File: config.mk
export PLATFORM = sky130hd
export DESIGN_NAME = load_store_unit
export DESIGN_NICKNAME = d
export VERILOG_FILES = /design/src/rtl/lsu_pkg.sv /design/src/rtl/lsu_byte_lane.sv /design/src/rtl/load_store_unit.sv
export SDC_FILE = /design/constraint.sdc
export NUM_CORES = 1
export LEC_CHECK = 0
export CAP_MARGIN = 10
export CORE_MARGIN = 2
export CORE_UTILIZATION = 50
export DETAILED_ROUTE_END_ITERATION = 16
export PLACE_DENSITY = 0.9
export SLEW_MARGIN = 40
export SYNTH_ARGS = -nofsm -noshare
export SYNTH_HDL_FRONTEND = slang
export SYNTH_HIERARCHICAL = 1
export SYNTH_SLANG_ARGS = --single-unit
File: constraint.sdc
create_clock -name LSU_clk -period 7.4 [get_ports LSU_clk]
set_input_delay 1.85 -clock LSU_clk [delete_from_list [all_inputs] [get_ports LSU_clk]]
set_output_delay 1.85 -clock LSU_clk [all_outputs]
set_load 0.01 [all_outputs]
File: src/rtl/lsu_pkg.sv
`default_nettype none
// ============================================================================
// Module      : lsu_pkg
// Description : Shared types and constants for the load/store unit.
//               - lsu_state_t : FSM state encoding (IDLE, RD, WR, DONE)
//               - lsu_size_t  : access-size codes (byte, half, word, reserved)
//               - lane constants and lane_shift() for big-endian lane math
// Revision    : 1.0 - initial release
// ============================================================================
package lsu_pkg;

  typedef enum logic [1:0] {
    IDLE = 2'd0,
    RD   = 2'd1,
    WR   = 2'd2,
    DONE = 2'd3
  } lsu_state_t;

  typedef enum logic [1:0] {
    SZ_BYTE = 2'b00,
    SZ_HALF = 2'b01,
    SZ_WORD = 2'b10,
    SZ_RSVD = 2'b11
  } lsu_size_t;

  // Big-endian lanes: byte offset 0 is the most significant byte.
  localparam int         c_LANE_W         = 8;
  localparam int         c_NUM_LANES      = 4;
  localparam logic [4:0] c_HALF_HI_SHIFT  = 5'd16;
  localparam logic [4:0] c_HALF_LO_SHIFT  = 5'd0;
  localparam logic [31:0] c_BYTE_MASK     = 32'h0000_00FF;
  localparam logic [31:0] c_HALF_MASK     = 32'h0000_FFFF;

  // Right-shift that brings byte lane 'off' down to bits [7:0].
  // Shift = 8 * (3 - off); for a 2-bit offset, 3 - off == ~off.
  function automatic logic [4:0] lane_shift(input logic [1:0] off);
    return {~off, 3'b000};
  endfunction

  // Right-shift that brings the halfword selected by off[1] down to [15:0].
  function automatic logic [4:0] half_shift(input logic off_hi);
    return off_hi ? c_HALF_LO_SHIFT : c_HALF_HI_SHIFT;
  endfunction

endpackage : lsu_pkg
`default_nettype wire

File: src/rtl/lsu_byte_lane.sv
`default_nettype none
// ============================================================================
// Module      : lsu_byte_lane
// Description : Combinational lane logic for sub-word accesses (big-endian).
//               Extracts and extends a load value from a memory word, and
//               merges store data into a memory word for read-modify-write.
// Ports       :
//   word        in  32  memory word (read data or buffered word)
//   offset      in   2  byte offset inside the word
//   size        in   2  access size (lsu_size_t; reserved treated as word)
//   uns         in   1  1 = zero-extend sub-word loads, 0 = sign-extend
//   store_data  in  32  store data; low byte/half used for sub-word stores
//   load_data   out 32  extended load value
//   merged      out 32  word with the target lane replaced by store data
// Revision    : 1.0 - initial release
// ============================================================================
module lsu_byte_lane
  import lsu_pkg::*;
(
  input  logic [31:0] word,
  input  logic [1:0]  offset,
  input  lsu_size_t   size,
  input  logic        uns,
  input  logic [31:0] store_data,
  output logic [31:0] load_data,
  output logic [31:0] merged
);

  logic [4:0]  w_bsh;
  logic [4:0]  w_hsh;
  logic [7:0]  w_byte;
  logic [15:0] w_half;
  logic        w_bext;
  logic        w_hext;

  always_comb begin
    w_bsh  = lane_shift(offset);
    w_hsh  = half_shift(offset[1]);
    w_byte = 8'(word >> w_bsh);
    w_half = 16'(word >> w_hsh);
    // Extension bit is the lane's MSB unless zero-extension is requested.
    w_bext = ~uns & w_byte[7];
    w_hext = ~uns & w_half[15];
  end

  always_comb begin
    load_data = word;
    merged    = store_data;
    case (size)
      SZ_BYTE: begin
        load_data = {{24{w_bext}}, w_byte};
        merged    = (word & ~(c_BYTE_MASK << w_bsh)) |
                    ({24'd0, store_data[7:0]} << w_bsh);
      end
      SZ_HALF: begin
        load_data = {{16{w_hext}}, w_half};
        merged    = (word & ~(c_HALF_MASK << w_hsh)) |
                    ({16'd0, store_data[15:0]} << w_hsh);
      end
      default: begin
        // Word and reserved size: pass-through in both directions.
        load_data = word;
        merged    = store_data;
      end
    endcase
  end

endmodule : lsu_byte_lane
`default_nettype wire

File: src/rtl/load_store_unit.sv
`default_nettype none
// ============================================================================
// Module      : load_store_unit
// Description : Converts byte-addressed MIPS loads/stores (lb/lbu/lh/lhu/lw/
//               sb/sh/sw) into accesses on a word-addressed data memory with
//               combinational read and clocked write. Sub-word stores are a
//               read-modify-write (RD then WR). The CPU is stalled via
//               LSU_busy while a sequence runs.
// Config      : `define LSU_ALIGN_CHECK_EN to fault misaligned half/word
//               accesses via LSU_misaligned; when undefined, the low address
//               bits are forced to alignment and the access proceeds.
// Ports       :
//   LSU_clk, LSU_rst                 clock, async active-high reset
//   LSU_req, LSU_we, LSU_size,       CPU request (sampled in IDLE)
//   LSU_unsigned, LSU_addr, LSU_wdata
//   LSU_rdata, LSU_busy, LSU_done,   CPU response
//   LSU_misaligned
//   LSU_mem_address, LSU_mem_data_out, data-memory interface
//   LSU_mem_write, LSU_mem_read, LSU_mem_data_in
// Revision    : 1.0 - initial release
// ============================================================================
module load_store_unit
  import lsu_pkg::*;
#(
  parameter int MEM_AW = 8,
  parameter int DATA_W = 32
) (
  input  logic              LSU_clk,
  input  logic              LSU_rst,
  input  logic              LSU_req,
  input  logic              LSU_we,
  input  logic [1:0]        LSU_size,
  input  logic              LSU_unsigned,
  input  logic [31:0]       LSU_addr,
  input  logic [DATA_W-1:0] LSU_wdata,
  output logic [DATA_W-1:0] LSU_rdata,
  output logic              LSU_busy,
  output logic              LSU_done,
  output logic              LSU_misaligned,
  output logic [MEM_AW-1:0] LSU_mem_address,
  output logic [DATA_W-1:0] LSU_mem_data_out,
  output logic              LSU_mem_write,
  output logic              LSU_mem_read,
  input  logic [DATA_W-1:0] LSU_mem_data_in
);

  // --------------------------------------------------------------------------
  // Registers
  // --------------------------------------------------------------------------
  lsu_state_t        r_state;
  lsu_size_t         r_size;
  logic [1:0]        r_off;
  logic              r_we;
  logic              r_uns;
  logic [31:0]       r_wdata;
  logic [31:0]       r_buf;
  logic [31:0]       r_rdata;
  logic              r_busy;
  logic              r_done;
  logic              r_misaligned;
  logic [MEM_AW-1:0] r_mem_address;
  logic              r_mem_read;
  logic              r_mem_write;

  // --------------------------------------------------------------------------
  // Request decode
  // --------------------------------------------------------------------------
  lsu_size_t   w_size;
  logic [1:0]  w_off;
  logic        w_misaligned;
  logic [31:0] w_lane_word;
  logic [31:0] w_load_data;
  logic [31:0] w_merged;

  // Upper address bits do not reach memory: accesses wrap modulo the
  // memory size.
  logic w_unused_addr_hi;
  assign w_unused_addr_hi = ^LSU_addr[31:MEM_AW+2];

  // Reserved size code behaves exactly like a word access.
  always_comb begin
    w_size = lsu_size_t'(LSU_size);
    if (w_size == SZ_RSVD) begin
      w_size = SZ_WORD;
    end
  end

`ifdef LSU_ALIGN_CHECK_EN
  always_comb begin
    w_off        = LSU_addr[1:0];
    w_misaligned = ((w_size == SZ_HALF) && LSU_addr[0]) ||
                   ((w_size == SZ_WORD) && (LSU_addr[1:0] != 2'b00));
  end
`else
  // Without the check, misaligned accesses are silently rounded down to the
  // natural boundary of their size.
  always_comb begin
    w_off        = LSU_addr[1:0];
    w_misaligned = 1'b0;
    if (w_size == SZ_HALF) begin
      w_off[0] = 1'b0;
    end else if (w_size == SZ_WORD) begin
      w_off = 2'b00;
    end
  end
`endif

  // --------------------------------------------------------------------------
  // Lane logic: in RD the load value comes straight from memory so it can be
  // registered on the same edge; in WR the merge uses the buffered word.
  // --------------------------------------------------------------------------
  assign w_lane_word = (r_state == RD) ? LSU_mem_data_in : r_buf;

  lsu_byte_lane u_lane (
    .word       (w_lane_word),
    .offset     (r_off),
    .size       (r_size),
    .uns        (r_uns),
    .store_data (r_wdata),
    .load_data  (w_load_data),
    .merged     (w_merged)
  );

  // --------------------------------------------------------------------------
  // FSM with registered outputs
  // --------------------------------------------------------------------------
  always_ff @(posedge LSU_clk or posedge LSU_rst) begin
    if (LSU_rst) begin
      r_state       <= IDLE;
      r_size        <= SZ_BYTE;
      r_off         <= 2'b00;
      r_we          <= 1'b0;
      r_uns         <= 1'b0;
      r_wdata       <= '0;
      r_buf         <= '0;
      r_rdata       <= '0;
      r_busy        <= 1'b0;
      r_done        <= 1'b0;
      r_misaligned  <= 1'b0;
      r_mem_address <= '0;
      r_mem_read    <= 1'b0;
      r_mem_write   <= 1'b0;
    end else begin
      // Pulses last exactly one cycle.
      r_done       <= 1'b0;
      r_misaligned <= 1'b0;
      case (r_state)
        IDLE: begin
          if (LSU_req) begin
            if (w_misaligned) begin
              r_misaligned <= 1'b1;
            end else begin
              r_size        <= w_size;
              r_off         <= w_off;
              r_we          <= LSU_we;
              r_uns         <= LSU_unsigned;
              r_wdata       <= LSU_wdata;
              r_mem_address <= LSU_addr[MEM_AW+1:2];
              r_busy        <= 1'b1;
              // Only a full-word store can skip the read.
              if (LSU_we && (w_size == SZ_WORD)) begin
                r_state     <= WR;
                r_mem_write <= 1'b1;
              end else begin
                r_state    <= RD;
                r_mem_read <= 1'b1;
              end
            end
          end
        end
        RD: begin
          r_buf      <= LSU_mem_data_in;
          r_mem_read <= 1'b0;
          if (r_we) begin
            r_state     <= WR;
            r_mem_write <= 1'b1;
          end else begin
            r_rdata       <= w_load_data;
            r_state       <= DONE;
            r_busy        <= 1'b0;
            r_done        <= 1'b1;
            r_mem_address <= '0;
          end
        end
        WR: begin
          r_mem_write   <= 1'b0;
          r_mem_address <= '0;
          r_busy        <= 1'b0;
          r_done        <= 1'b1;
          r_state       <= DONE;
        end
        DONE: begin
          r_state <= IDLE;
        end
        default: begin
          r_state <= IDLE;
        end
      endcase
    end
  end

  // --------------------------------------------------------------------------
  // Outputs
  // --------------------------------------------------------------------------
  assign LSU_rdata        = r_rdata;
  assign LSU_busy         = r_busy;
  assign LSU_done         = r_done;
  assign LSU_misaligned   = r_misaligned;
  assign LSU_mem_address  = r_mem_address;
  assign LSU_mem_read     = r_mem_read;
  assign LSU_mem_write    = r_mem_write;
  // Write data only leaves the unit while the write strobe is up.
  assign LSU_mem_data_out = (r_state == WR) ? w_merged : '0;

endmodule : load_store_unit
`default_nettype wire

After elaboration in Yosys (flattened, before gate mapping)
Cells that the tools add are included.

storage, ports and cells
  register bits after elaboration = 116
  bits of input ports = 103
  output and inout bits = 77
  logic and storage cells = 80

cells by class
  eq/ne operators = 12
  shifts and indexed selects = 6
  mux-type cells = 28
  bitwise gates (word level) = 11
  reductions and logical operators = 10

operators with widths
  operator                                                                count
  32-bit case mux with 2 select lines                                     2
  32-bit bitwise AND                                                      2
  32-bit two-way mux                                                      2
  32-bit inverter                                                         2
  32-bit bitwise OR                                                       2
  16-bit by 5-bit left shift with 32-bit output                           1
  16-bit by 5-bit left shift with 32-bit output (first input constant)    1
  8-bit by 5-bit left shift with 32-bit output                            1
  8-bit by 5-bit left shift with 32-bit output (first input constant)     1
  32-bit by 5-bit right shift with 16-bit output                          1
  32-bit by 5-bit right shift with 8-bit output                           1
  8-bit case mux with 3 select lines                                      1
  8-bit two-way mux                                                       2
  1-bit two-way mux                                                       11
  2-bit inequality test (second input constant)                           5
  2-bit equality test (second input constant)                             4
  2-bit two-way mux                                                       4
  2-bit case mux with 4 select lines                                      1
  2-bit by 1-bit equality test with 1-bit output (second input constant)  3
  1-bit case mux with 3 select lines                                      2
  3-bit AND reduction                                                     2
  5-bit two-way mux                                                       1
  2-bit zero test                                                         2
  1-bit case mux with 2 select lines                                      2
  other kinds (8)                                                         11

Depth between registers and ports, before layout
Gate-level depths: netlist of the first run.

  depth after elaboration = 7
  depth in mapped cells = 10
  depth with buffers taken out = 7

Cells and area by module
Netlist of the first run, hierarchy kept.

modules (own cells, without submodules)
  module           instances  cells an instance  area each (um2)  seq. area each (um2)
  load_store_unit  1          319                4747.1           2902.8
  lsu_byte_lane    1          233                1561.5           0.0

Worst setup path before layout of the first run
No wires, ideal clock.

  path kind = input-to-output
  start point = in LSU_mem_data_in[25]
  end point = out LSU_mem_data_out[25]
  data arrival time = 2688 ps
  data required time = 5550 ps
  setup slack = 2862 ps
  stages on the path = 4
  buffers on the path = 0
  cells stage by stage = mux2_2 a221oi_1 a21oi_1 and2_1

on the way
  cells in the longest elaborated chain, start to end = 5
  elaborated cells on any way between the ends = 7
  classes of those cells = mux: 3; bitwise: 4

ends and longest elaborated chain
  what                                          RTL line                                  source
  start, declared                               load_store_unit.sv:44                     input logic [DATA_W-1:0] LSU_mem_data_in
  32-bit two-way mux *                          --
  32-bit bitwise AND, on equally long branches  lsu_byte_lane.sv:57, lsu_byte_lane.sv:52
  32-bit bitwise OR, on equally long branches   lsu_byte_lane.sv:57, lsu_byte_lane.sv:52
  32-bit case mux with 2 select lines *         lsu_byte_lane.sv:49                       case (size)
  via w_merged[25]                              load_store_unit.sv:73                     logic [31:0] w_merged;
  32-bit two-way mux *                          load_store_unit.sv:213                    assign LSU_mem_data_out = (r_state == WR) ? w_merged : '0;
  end, declared                                 load_store_unit.sv:41                     output logic [DATA_W-1:0] LSU_mem_data_out,

Mark *: on every way through the listed nets, which the timed path passes. The rest lies on a longest branch.

Final worst setup path of the first run
  start point = in LSU_mem_data_in[25]
  end point = out LSU_mem_data_out[25]

on the way
  cells in the longest elaborated chain, start to end = 5
  elaborated cells on any way between the ends = 7
  classes of those cells = mux: 3; bitwise: 4

ends and longest elaborated chain
  what                                          RTL line                                  source
  32-bit two-way mux *                          --
  via w_lane_word[25]                           load_store_unit.sv:71                     logic [31:0] w_lane_word;
  32-bit bitwise AND, on equally long branches  lsu_byte_lane.sv:57, lsu_byte_lane.sv:52
  32-bit bitwise OR, on equally long branches   lsu_byte_lane.sv:57, lsu_byte_lane.sv:52
  32-bit case mux with 2 select lines *         lsu_byte_lane.sv:49
  via w_merged[25]                              load_store_unit.sv:73
  32-bit two-way mux *                          load_store_unit.sv:213

Marked as above.

==> results of run 1 <==
==> metrics by stage <==
step	std cells	hold WS, ns
after floorplan	552	0.4798
after global placement	843	0.4872
after detailed placement	843	0.4931
after CTS	875	0.5047
after global routing	875	0.5127
final	875	0.5020
==> logic make-up after synthesis <==
group           after synthesis  synth area share, %
other cells                   1              0.05944
fa+ha+maj                     5               0.9917
buf+inv                      50                4.423
flops                       116                46.01
simple gates                119                10.53
mux                         135                24.12
compound gates              126                13.86
==> flip-flops by register name (all words and copies together), names as in the netlist <==
name	count
LSU_busy	1
LSU_done	1
LSU_mem_address	8
LSU_mem_read	1
LSU_mem_write	1
LSU_rdata	32
r_buf	32
r_off	2
r_size	2
r_state	2
r_uns	1
r_wdata	32
r_we	1
==> cell usage after synthesis (2+ instances only) <==
| cell type | number | area (µm²) |
|---|---|---|
| dfrtp_1 | 116 | 2903 |
| mux2_2 | 114 | 1284 |
| and2_1 | 40 | 250.2 |
| nand2_1 | 35 | 131.4 |
| o21ai_0 | 35 | 175.2 |
| nor2b_1 | 23 | 143.9 |
| a22oi_1 | 20 | 150.1 |
| mux2i_1 | 17 | 170.2 |
| clkbuf_1 | 16 | 60.06 |
| buf_2 | 15 | 75.07 |
| a21oi_1 | 13 | 65.06 |
| o21ai_1 | 9 | 45.04 |
| a221oi_1 | 8 | 70.07 |
| nor3b_1 | 8 | 60.06 |
| a2bb2oi_1 | 7 | 61.31 |
| buf_6 | 6 | 67.56 |
| inv_1 | 6 | 22.52 |
| ha_1 | 5 | 62.56 |
| o21a_1 | 5 | 37.54 |
| buf_4 | 4 | 30.03 |
| nand2b_1 | 4 | 25.02 |
| o211ai_1 | 4 | 30.03 |
| o22a_2 | 4 | 40.04 |
| o22ai_1 | 4 | 25.02 |
| a21o_1 | 3 | 22.52 |
| mux2_4 | 3 | 45.04 |
| nor2_1 | 3 | 11.26 |
| o22a_1 | 3 | 26.28 |
| a22o_1 | 2 | 17.52 |
| nor3_1 | 2 | 10.01 |
==> cells in the final DEF, fill, tap and decap left out, types with 4 or more instances in the layout <==
cell,count
mux2_2,114
nor3b_1,8
o21a_1,5
ha_1,4
a22oi_1,20
clkdlybuf4s50_1,156
o21ai_1,9
inv_1,5
clkbuf_1,4
o211ai_1,4
a21oi_1,13
nor2b_1,23
a221oi_1,8
buf_4,5
o22a_2,4
o22ai_1,4
clkinv_2,5
and2_1,40
mux2i_1,17
a2bb2oi_1,7
dfrtp_1,114
clkbuf_16,17
nand2b_1,4
nand2_1,35
o21ai_0,35
==> cell type report <==
class                   instances  area [µm²]  area share [%]
repair buffers                162        1610           19.00
well taps                     172       215.2           2.539
inverters                       7       28.78          0.3395
clock buffers                  22       454.2           5.358
flip-flops and latches        116        2905           34.27
multi-input cells             386        3132           36.94
clock inverters                10       131.4           1.550
==> metal layers <==
| layer | wire, µm | GRT usage (%) |
|---|---|---|
| met3 | 1569 | 6.746 |
| met5 | 0 | 0 |
| met2 | 7914 | 40.70 |
| met1 | 6602 | 32.51 |
| met4 | 537 | 11.98 |
==> how the worst min path moves through the flow <==
| stage | from | to | slack [ns] | cells after the start |
|---|---|---|---|---|
| 6_report | r_wdata[20] | r_wdata[20] | 0.50 | 1 |
| 5_1_grt | LSU_rdata[28] | LSU_rdata[28] | 0.51 | 1 |
| 4_1_cts | r_wdata[20] | r_wdata[20] | 0.50 | 1 |
| 3_5_place_dp | r_wdata[20] | r_wdata[20] | 0.49 | 1 |
| 3_3_place_gp | r_wdata[22] | r_wdata[22] | 0.49 | 1 |
| 2_1_floorplan | r_wdata[16] | r_wdata[16] | 0.48 | 1 |
==> where the power goes <==
part           total (mW)  leakage (nW)  switching (mW)  internal [mW]
Sequential           1.19          1.39           0.233          0.953
Combinational        2.26          1.83            1.09           1.17
Clock               0.810         0.288           0.276          0.534
Total                4.26          3.51            1.60           2.66
==> results.json, run 1 <==
{
  "status": "finished clean",
  "synthArstFlopShare_pct": 100.0,
  "synth.distinct_cells": 48,
  "core_um2": 12470,
  "overflow": 0,
  "die_w_um": 116.3,
  "grt_max_degree": 61,
  "ys_ff_latch": 116,
  "post_cts_buffers": 0,
  "drive_above_1_share_pct": 24.04,
  "fin_setup_tns_ns": 0,
  "clk_pin_slew_ns": 0.05,
  "hold_viol": 0,
  "avgSynthCellArea_um2": 11.43,
  "max_slew_margin_pct": 53.39,
  "critPathArrivalTime_ns": 3.76,
  "pre_cts_ws_ns": 1.822,
  "cts_sinks": 116,
  "firstDrtPassIters": 5,
  "htreeDepth": 4,
  "grt_pass1_vias": 5071,
  "cp_num_buf_inv": 2,
  "fin_crit_ns": 5.612,
  "drv_slew": 0,
  "die-area_um2": 13530,
  "cts_resized": 0,
  "min_path_type": "reg -> reg",
  "n_fill_cell": 891,
  "path_cells": "clkdlybuf4s50_1 > mux2_2 > and2_1 > o21ai_0 > a21oi_1 > and2_1 > clkdlybuf4s50_1",
  "synth_ff_type": "dfrtp_1",
  "max_stage_delay_ns": 0.47,
  "die_h_um": 116.3,
  "crit_type": "in -> out",
  "path_max_fanout": 6,
  "yosysWarnings": 6,
  "grt_pass1_wl_um": 26030,
  "cts_tree": "built",
  "critPathLaunchType": "primary input",
  "cp.depth": 7,
  "io_pins": 180,
  "p_leak_nw": 3.507,
  "placed_area_um2": 7881,
  "via_per_inst": 5.688,
  "area_delta_synth_final_pct": 34.37,
  "num_rows": 41,
  "drtAntennaViolNets": 0,
  "dp_hpwl_um": 11990,
  "post-route-period-util_pct": 75.84,
  "nNetsFinal": 798,
  "synthesis.nets": 660,
  "clock_skew_ns": 0.01069,
  "yosysSeqAreaShare_pct": 46.01,
  "start_util_pct": 50.61,
  "diodes": 0,
  "antenna_found_initial": 0,
  "routabilityCongestion": 0.8757,
  "rsz0062_at_grt": "no",
  "rrSetupSlack_ns": 4.25,
  "wire_per_inst_um": 19.00,
  "rr_startpoint": "r_state[1]",
  "synth_area_um2": 6309,
  "worst_slew_pin_slew_ns": 0.6992,
  "postLayoutCoreUtil_pct": 68.00,
  "drc": 0,
  "cp.required_ns": 5.55,
  "clockRootBuffer": "clkbuf_16",
  "rr_worst_depth": 8,
  "ir_worst_vdd_mv": 0.2990,
  "cpLargestDelayFamily": "buffers and inverters",
  "final_area_um2": 8477,
  "port_buffers": 156,
  "vias": 4977,
  "reg2reg_to": "LSU_rdata[24]",
  "startpoint": "LSU_mem_data_in[25]",
  "cts_max_path_buffers": 2,
  "endpoint_kind": "output pin",
  "max_freq_mhz": 178.2,
  "clock_latency_ns": 0.41,
  "grt_use_total_pct": 25.49,
  "setup_viol": 0,
  "wirelength_um": 16620,
  "power.density_nw_per_um2": 502.1,
  "cts-hold-fix-buffers": 0,
  "drtIter0Drc": 551,
  "synthCells": 552,
  "fin_ws_ns": 1.788,
  "crit_end": "LSU_mem_data_out[25]",
  "power_mw": 4.256,
  "numCtsBuffers": 17,
  "maxCapViolations": 0,
  "synth_edf_count": 0,
  "cp_slowest_cell": "clkdlybuf4s50_1"
}
Note: power is estimated with default switching activity, not from simulation.
==> inputs of run 2 (changes only) <==
Settings changed: CORE_UTILIZATION 50 to 48, PLACE_DENSITY 0.9 to 0.87.
Clock period 7.4 ns to 5.88 ns, I/O delays scaled along.
==> run 2 against run 1 <==
  * Utilization decreased by 1.5 points
  * Register-to-register slack got worse by 1.6 ns
  * Highest routed layer unchanged
  * Critical endpoint is now LSU_mem_data_out[29]
  * Die area grew 4.0%
  * Critical path type unchanged
==> results.json, run 2 (synthesis gave the netlist of run 1 again) <==
{
  "status": "finished clean",
  "max_slew_margin_pct": 47.01,
  "cp.required_ns": 4.41,
  "fin_setup_tns_ns": 0,
  "path_cells": "clkdlybuf4s50_1 > mux2_2 > and2_1 > o21ai_0 > a21oi_1 > and2_1 > clkdlybuf4s50_1",
  "max_stage_delay_ns": 0.48,
  "p_switching_mw": 2.049,
  "p_leak_nw": 3.485,
  "rr_worst_depth": 7,
  "io_pins": 180,
  "grt_pass1_wl_um": 27010,
  "via_per_inst": 5.686,
  "port_buffers": 156,
  "crit_type": "in -> out",
  "clock_skew_ns": 0.01036,
  "core_um2": 12720,
  "clock_latency_ns": 0.41,
  "internal-power_mw": 3.268,
  "path_max_fanout": 6,
  "grt_pass1_vias": 5113,
  "nNetsFinal": 799,
  "setup_viol": 0,
  "max_freq_mhz": 206.4,
  "cp_slowest_cell": "clkdlybuf4s50_1",
  "start_util_pct": 49.59,
  "post_cts_buffers": 0,
  "final_common_cell": "clkdlybuf4s50_1",
  "final_cell_mix": "156 x clkdlybuf4s50_1, 114 x dfrtp_1, 114 x mux2_2, 40 x and2_1",
  "highest_layer": "met4",
  "die-area_um2": 14080,
  "drtAntennaViolNets": 0,
  "post-route-period-util_pct": 82.41,
  "clk_pin_slew_ns": 0.05,
  "dp_hpwl_um": 12010,
  "drv_slew": 0,
  "swShare_pct": 38.53,
  "firstDrtPassIters": 5,
  "rsz0062_at_grt": "no",
  "wl_met3_um": 1331,
  "die_w_um": 118.6,
  "num_rows": 41,
  "min_path_cells": 1,
  "grt_use_total_pct": 24.42,
  "endpoint_kind": "output pin",
  "dr_wl_met2_um": 8169,
  "hold_viol": 0,
  "drive_above_1_share_pct": 24.72,
  "clockRootBuffer": "clkbuf_16",
  "antenna_found_initial": 0,
  "cts-hold-fix-buffers": 0,
  "cts_tree": "built",
  "min_path_type": "reg -> reg",
  "routabilityCongestion": 0.8582,
  "die_h_um": 118.6,
  "sequentialPowerShare_pct": 28.6,
  "ir_worst_vdd_mv": 0.3180,
  "numCtsBuffers": 17,
  "drc": 0,
  "area_delta_synth_final_pct": 34.01,
  "whs_ns": 0.5028,
  "rrSetupSlack_ns": 2.68,
  "worst_slew_pin_slew_ns": 0.7948,
  "diodes": 0,
  "wirelength_um": 17010,
  "vias": 4981,
  "cts_max_path_buffers": 2,
  "power_frac_clock_pct": 18.0,
  "fin_crit_ns": 4.846,
  "comb_power_share_pct": 53.4,
  "cts_sinks": 116,
  "grt_max_degree": 84,
  "critPathLaunchType": "primary input",
  "power.density_nw_per_um2": 628.9,
  "overflow": 0,
  "drt-met1-wl_um": 7134,
  "maxCapViolations": 0,
  "reg2reg_to": "LSU_rdata[28]",
  "worstHoldEndpoint": "LSU_rdata[26]",
  "critPathArrivalTime_ns": 3.38,
  "cts_resized": 0,
  "wire_per_inst_um": 19.41,
  "rr_startpoint": "r_state[1]",
  "htreeDepth": 4,
  "hold_path_startpoint": "LSU_rdata[26]",
  "drtIter0Drc": 448
}
==> run 2: cell types whose count changed in the layout (fill, tap and decap cells not counted), sizes merged <==
| cell | before | now |
|---|---|---|
| clkbuf | 22 | 19 |
| clkinv | 6 | 9 |
| buf | 6 | 7 |
| clkinvlp | 1 | 4 |
| bufinv | 3 | 1 |
| inv | 7 | 6 |
==> run 2: worst max-delay path, delay by kind of cell <==
family | cells | cell delay, ns
compound gates | 2 | 0.31
buf+inv | 2 | 0.90
mux | 1 | 0.35
simple gates | 2 | 0.34
==> run 2: worst max path at each step <==
| stage | from | endpoint | slack, ns | cells past startpoint |
|---|---|---|---|---|
| after global placement | LSU_mem_data_in[28] | LSU_mem_data_out[28] | 1.09 | 7 |
| after floorplan | LSU_rst | LSU_busy | 1.34 | 1 |
| after global routing | LSU_mem_data_in[28] | LSU_mem_data_out[28] | 0.99 | 7 |
| after detailed placement | LSU_mem_data_in[27] | LSU_mem_data_out[27] | 1.08 | 6 |
| after CTS | r_off[0] | LSU_mem_data_out[0] | 1.02 | 5 |
| final | LSU_mem_data_in[29] | LSU_mem_data_out[29] | 1.03 | 7 |
==> run 2: final cells by class <==
cell class                 instances  area (µm²)
inverter                           7       31.28
tap                              172       215.2
timing repair buffer             163        1614
clock inverter                    13       111.4
fill                            1006        4268
multi-input combinational        386        3134
clock buffer                      19       442.9
sequential                       116        2905
==> run 2: through the flow <==
stage               area (µm²)  setup WS, ns  power [mW]  util (%)  cells
detailed placement        7894         1.081       4.322     62.05    844
CTS                       8448         1.018       5.305     66.40    876
floorplan                 6309         1.338       3.369         -    552
global placement          7889         1.094       4.197     62.01    844
finish                    8454         1.034       5.317     66.45    876
global route              8454        0.9854       5.617     66.45    876
==> run 2: layer usage <==
layer,global-route usage (%),vias up
met5,0,-
met1,31.80,2443
met4,8.408,0
li1,-,2271
met2,38.83,239
met3,7.239,28
==> run 2: power groups by stage <==
stage	Combinational (mW)	Sequential (mW)	Clock, mW
after floorplan	1.94	1.43	0
after global placement	2.70	1.50	0
after detailed placement	2.79	1.53	0
after CTS	2.82	1.52	0.966
after global routing	3.04	1.58	1.00
final	2.84	1.52	0.957
==> inputs of run 3 (changes only) <==
Settings changed: CORE_UTILIZATION 48 to 44, PLACE_DENSITY 0.87 to 0.85.
Clock period 5.88 ns to 4 ns, I/O delays scaled along.
==> run 3 against run 2 <==
  * Sequential share of layout area down 0.54 points
  * Critical endpoint unchanged
  * Utilization down 4.8 points
  * Highest routed layer unchanged
  * Total power up 50%
  * Largest cell class unchanged
  * Clock-buffer cell count up 6
==> results.json, run 3 (synthesis gave the netlist of run 1 again) <==
{
  "antenna_found_initial": 0,
  "p_switching_mw": 3.022,
  "critPathLaunchType": "flip-flop",
  "setup_viol": 0,
  "power_frac_clock_pct": 17.3,
  "wire_per_inst_um": 19.70,
  "clk_pin_slew_ns": 0.05,
  "via_per_inst": 5.677,
  "cts_sinks": 116,
  "min_path_cells": 1,
  "post_cts_buffers": 0,
  "dp_hpwl_um": 12580,
  "busiest_layer": "met2",
  "path_max_fanout": 17,
  "overflow": 0,
  "io_pins": 180,
  "die_w_um": 123.7,
  "grt_pass1_wl_um": 27260,
  "ir_worst_vdd_mv": 0.4668,
  "cp_num_buf_inv": 3,
  "path_common_cell": "and2_1",
  "drv_slew": 0,
  "cts-hold-fix-buffers": 0,
  "fin_ws_ns": 0.03197,
  "power.density_nw_per_um2": 926.0,
  "sequentialPowerShare_pct": 26.9,
  "start_util_pct": 45.27,
  "endpoint_kind": "output pin",
  "worst_slew_pin_slew_ns": 0.7561,
  "max_stage_delay_ns": 0.48,
  "cp.required_ns": 3.00,
  "post-route-period-util_pct": 99.20,
  "clock_latency_ns": 0.42,
  "drtAntennaViolNets": 0,
  "min_path_type": "reg -> reg",
  "final_common_cell": "clkdlybuf4s50_1",
  "critPathArrivalTime_ns": 2.97,
  "fin_crit_ns": 3.968,
  "n_fill_cell": 1108,
  "met3_usage_pct": 6.456,
  "globalRouteMet2Util_pct": 36.44,
  "path_cells": "inv_2 > ha_4 > buf_12 > mux2_2 > and2_1 > o21ai_0 > a21oi_1 > and2_1 > clkdlybuf4s50_1",
  "numCtsBuffers": 17,
  "use_met1_pct": 30.94,
  "clockRootBuffer": "clkbuf_16",
  "cp.depth": 9,
  "drtIter0Drc": 313,
  "cts_tree": "built",
  "p_leak_nw": 3.568,
  "maxCapViolations": 0,
  "drc": 0,
  "grt_use_total_pct": 23.74,
  "comb_power_share_pct": 55.8,
  "area_delta_synth_final_pct": 36.10,
  "hold_viol": 0,
  "drive_above_1_share_pct": 25.46,
  "cpLargestDelayFamily": "buffers and inverters",
  "vias": 5058,
  "firstDrtPassIters": 5,
  "final_cell_mix": "156 x clkdlybuf4s50_1, 115 x dfrtp_1, 112 x mux2_2, 40 x and2_1",
  "rr_worst_depth": 8,
  "nNetsFinal": 809,
  "cp_slowest_cell": "clkdlybuf4s50_1",
  "swShare_pct": 38.01,
  "routabilityCongestion": 0.9328,
  "num_rows": 43,
  "core_um2": 13930,
  "postLayoutCoreUtil_pct": 61.61,
  "max_slew_margin_pct": 49.49,
  "grt_pass1_vias": 5114,
  "fin_setup_tns_ns": 0,
  "htreeDepth": 4,
  "die_h_um": 123.7,
  "clock_skew_ns": 0.008343,
  "wirelength_um": 17560,
  "cts_max_path_buffers": 2,
  "rsz0062_at_grt": "yes",
  "die-area_um2": 15310,
  "diodes": 0,
  "internal-power_mw": 4.929,
  "pre_cts_ws_ns": 0.09319,
  "max_freq_mhz": 252.0,
  "grt_max_degree": 48,
  "status": "finished clean",
  "crit_type": "reg -> out",
  "port_buffers": 156
}
## run 3: layout make-up
class                           count  area [µm²]  area share [%]
Timing Repair Buffer              173        1727           20.11
Tap cell                          180       225.2           2.623
Multi-Input combinational cell    386        3162           36.83
Clock buffer                       25       515.5           6.004
Clock inverter                      4       22.52          0.2623
Sequential cell                   116        2904           33.82
Inverter                            7       30.03          0.3498
## run 3: power groups by stage
stage / sequential, mW / clock [mW] / combinational [mW]
3_5_place_dp: 2.14 / 0 / 4.29
4_1_cts: 2.13 / 1.39 / 4.38
6_report: 2.14 / 1.37 / 4.44
5_1_grt: 2.19 / 1.45 / 4.77
3_3_place_gp: 2.11 / 0 / 4.13
2_1_floorplan: 2.11 / 0 / 2.85
## run 3: metal layers
| metal | routed length [µm] | vias to the layer above | part of all wire, % |
|---|---|---|---|
| met5 | 0 | - | 0 |
| met4 | 664 | 0 | 3.8 |
| met3 | 1343 | 46 | 7.6 |
| met2 | 8122 | 252 | 46 |
| met1 | 7427 | 2482 | 42 |
| li1 | - | 2278 | - |
## run 3: timing repair
item                                    4_1_cts  5_1_grt
cloned                                        1        0
gates resized for setup                       2        5
endpoints found under the setup margin        9        8
## run 3: final timing paths
| kind | startpoint | end | slack, ns |
|---|---|---|---|
| max in group asynchronous | LSU_rst | LSU_rdata[15] | 2.04 |
| min in group asynchronous | LSU_rst | r_wdata[2] | 1.03 |
| worst min-delay path | LSU_rdata[30] | LSU_rdata[30] | 0.50 |
| worst max-delay path | r_state[1] | LSU_mem_data_out[29] | 0.03 |
| worst max register to register | r_state[1] | LSU_rdata[29] | 1.15 |
| worst min register to register | LSU_rdata[30] | LSU_rdata[30] | 0.50 |
## run 3: worst register-to-register path: cells and delay by family (launching register included)
| kind | cells | cell delay, ns |
|---|---|---|
| buffers and inverters | 2 | 0.30 |
| adders and majority gates | 1 | 0.21 |
| muxes | 3 | 1.08 |
| AOI/OAI and AO/OA | 2 | 0.71 |
| DFF | 1 | 0.42 |
## run 3: stage by stage
stage / area [µm²] / hold slack (ns) / total power [mW] / std cells
after global placement: 7980 / 0.4884 / 6.231 / 861
after global routing: 8586 / 0.5203 / 8.415 / 891
after detailed placement: 7980 / 0.4958 / 6.430 / 861
after floorplan: 6312 / 0.4798 / 4.953 / 552
final: 8586 / 0.5011 / 7.951 / 891
after CTS: 8563 / 0.5065 / 7.895 / 891
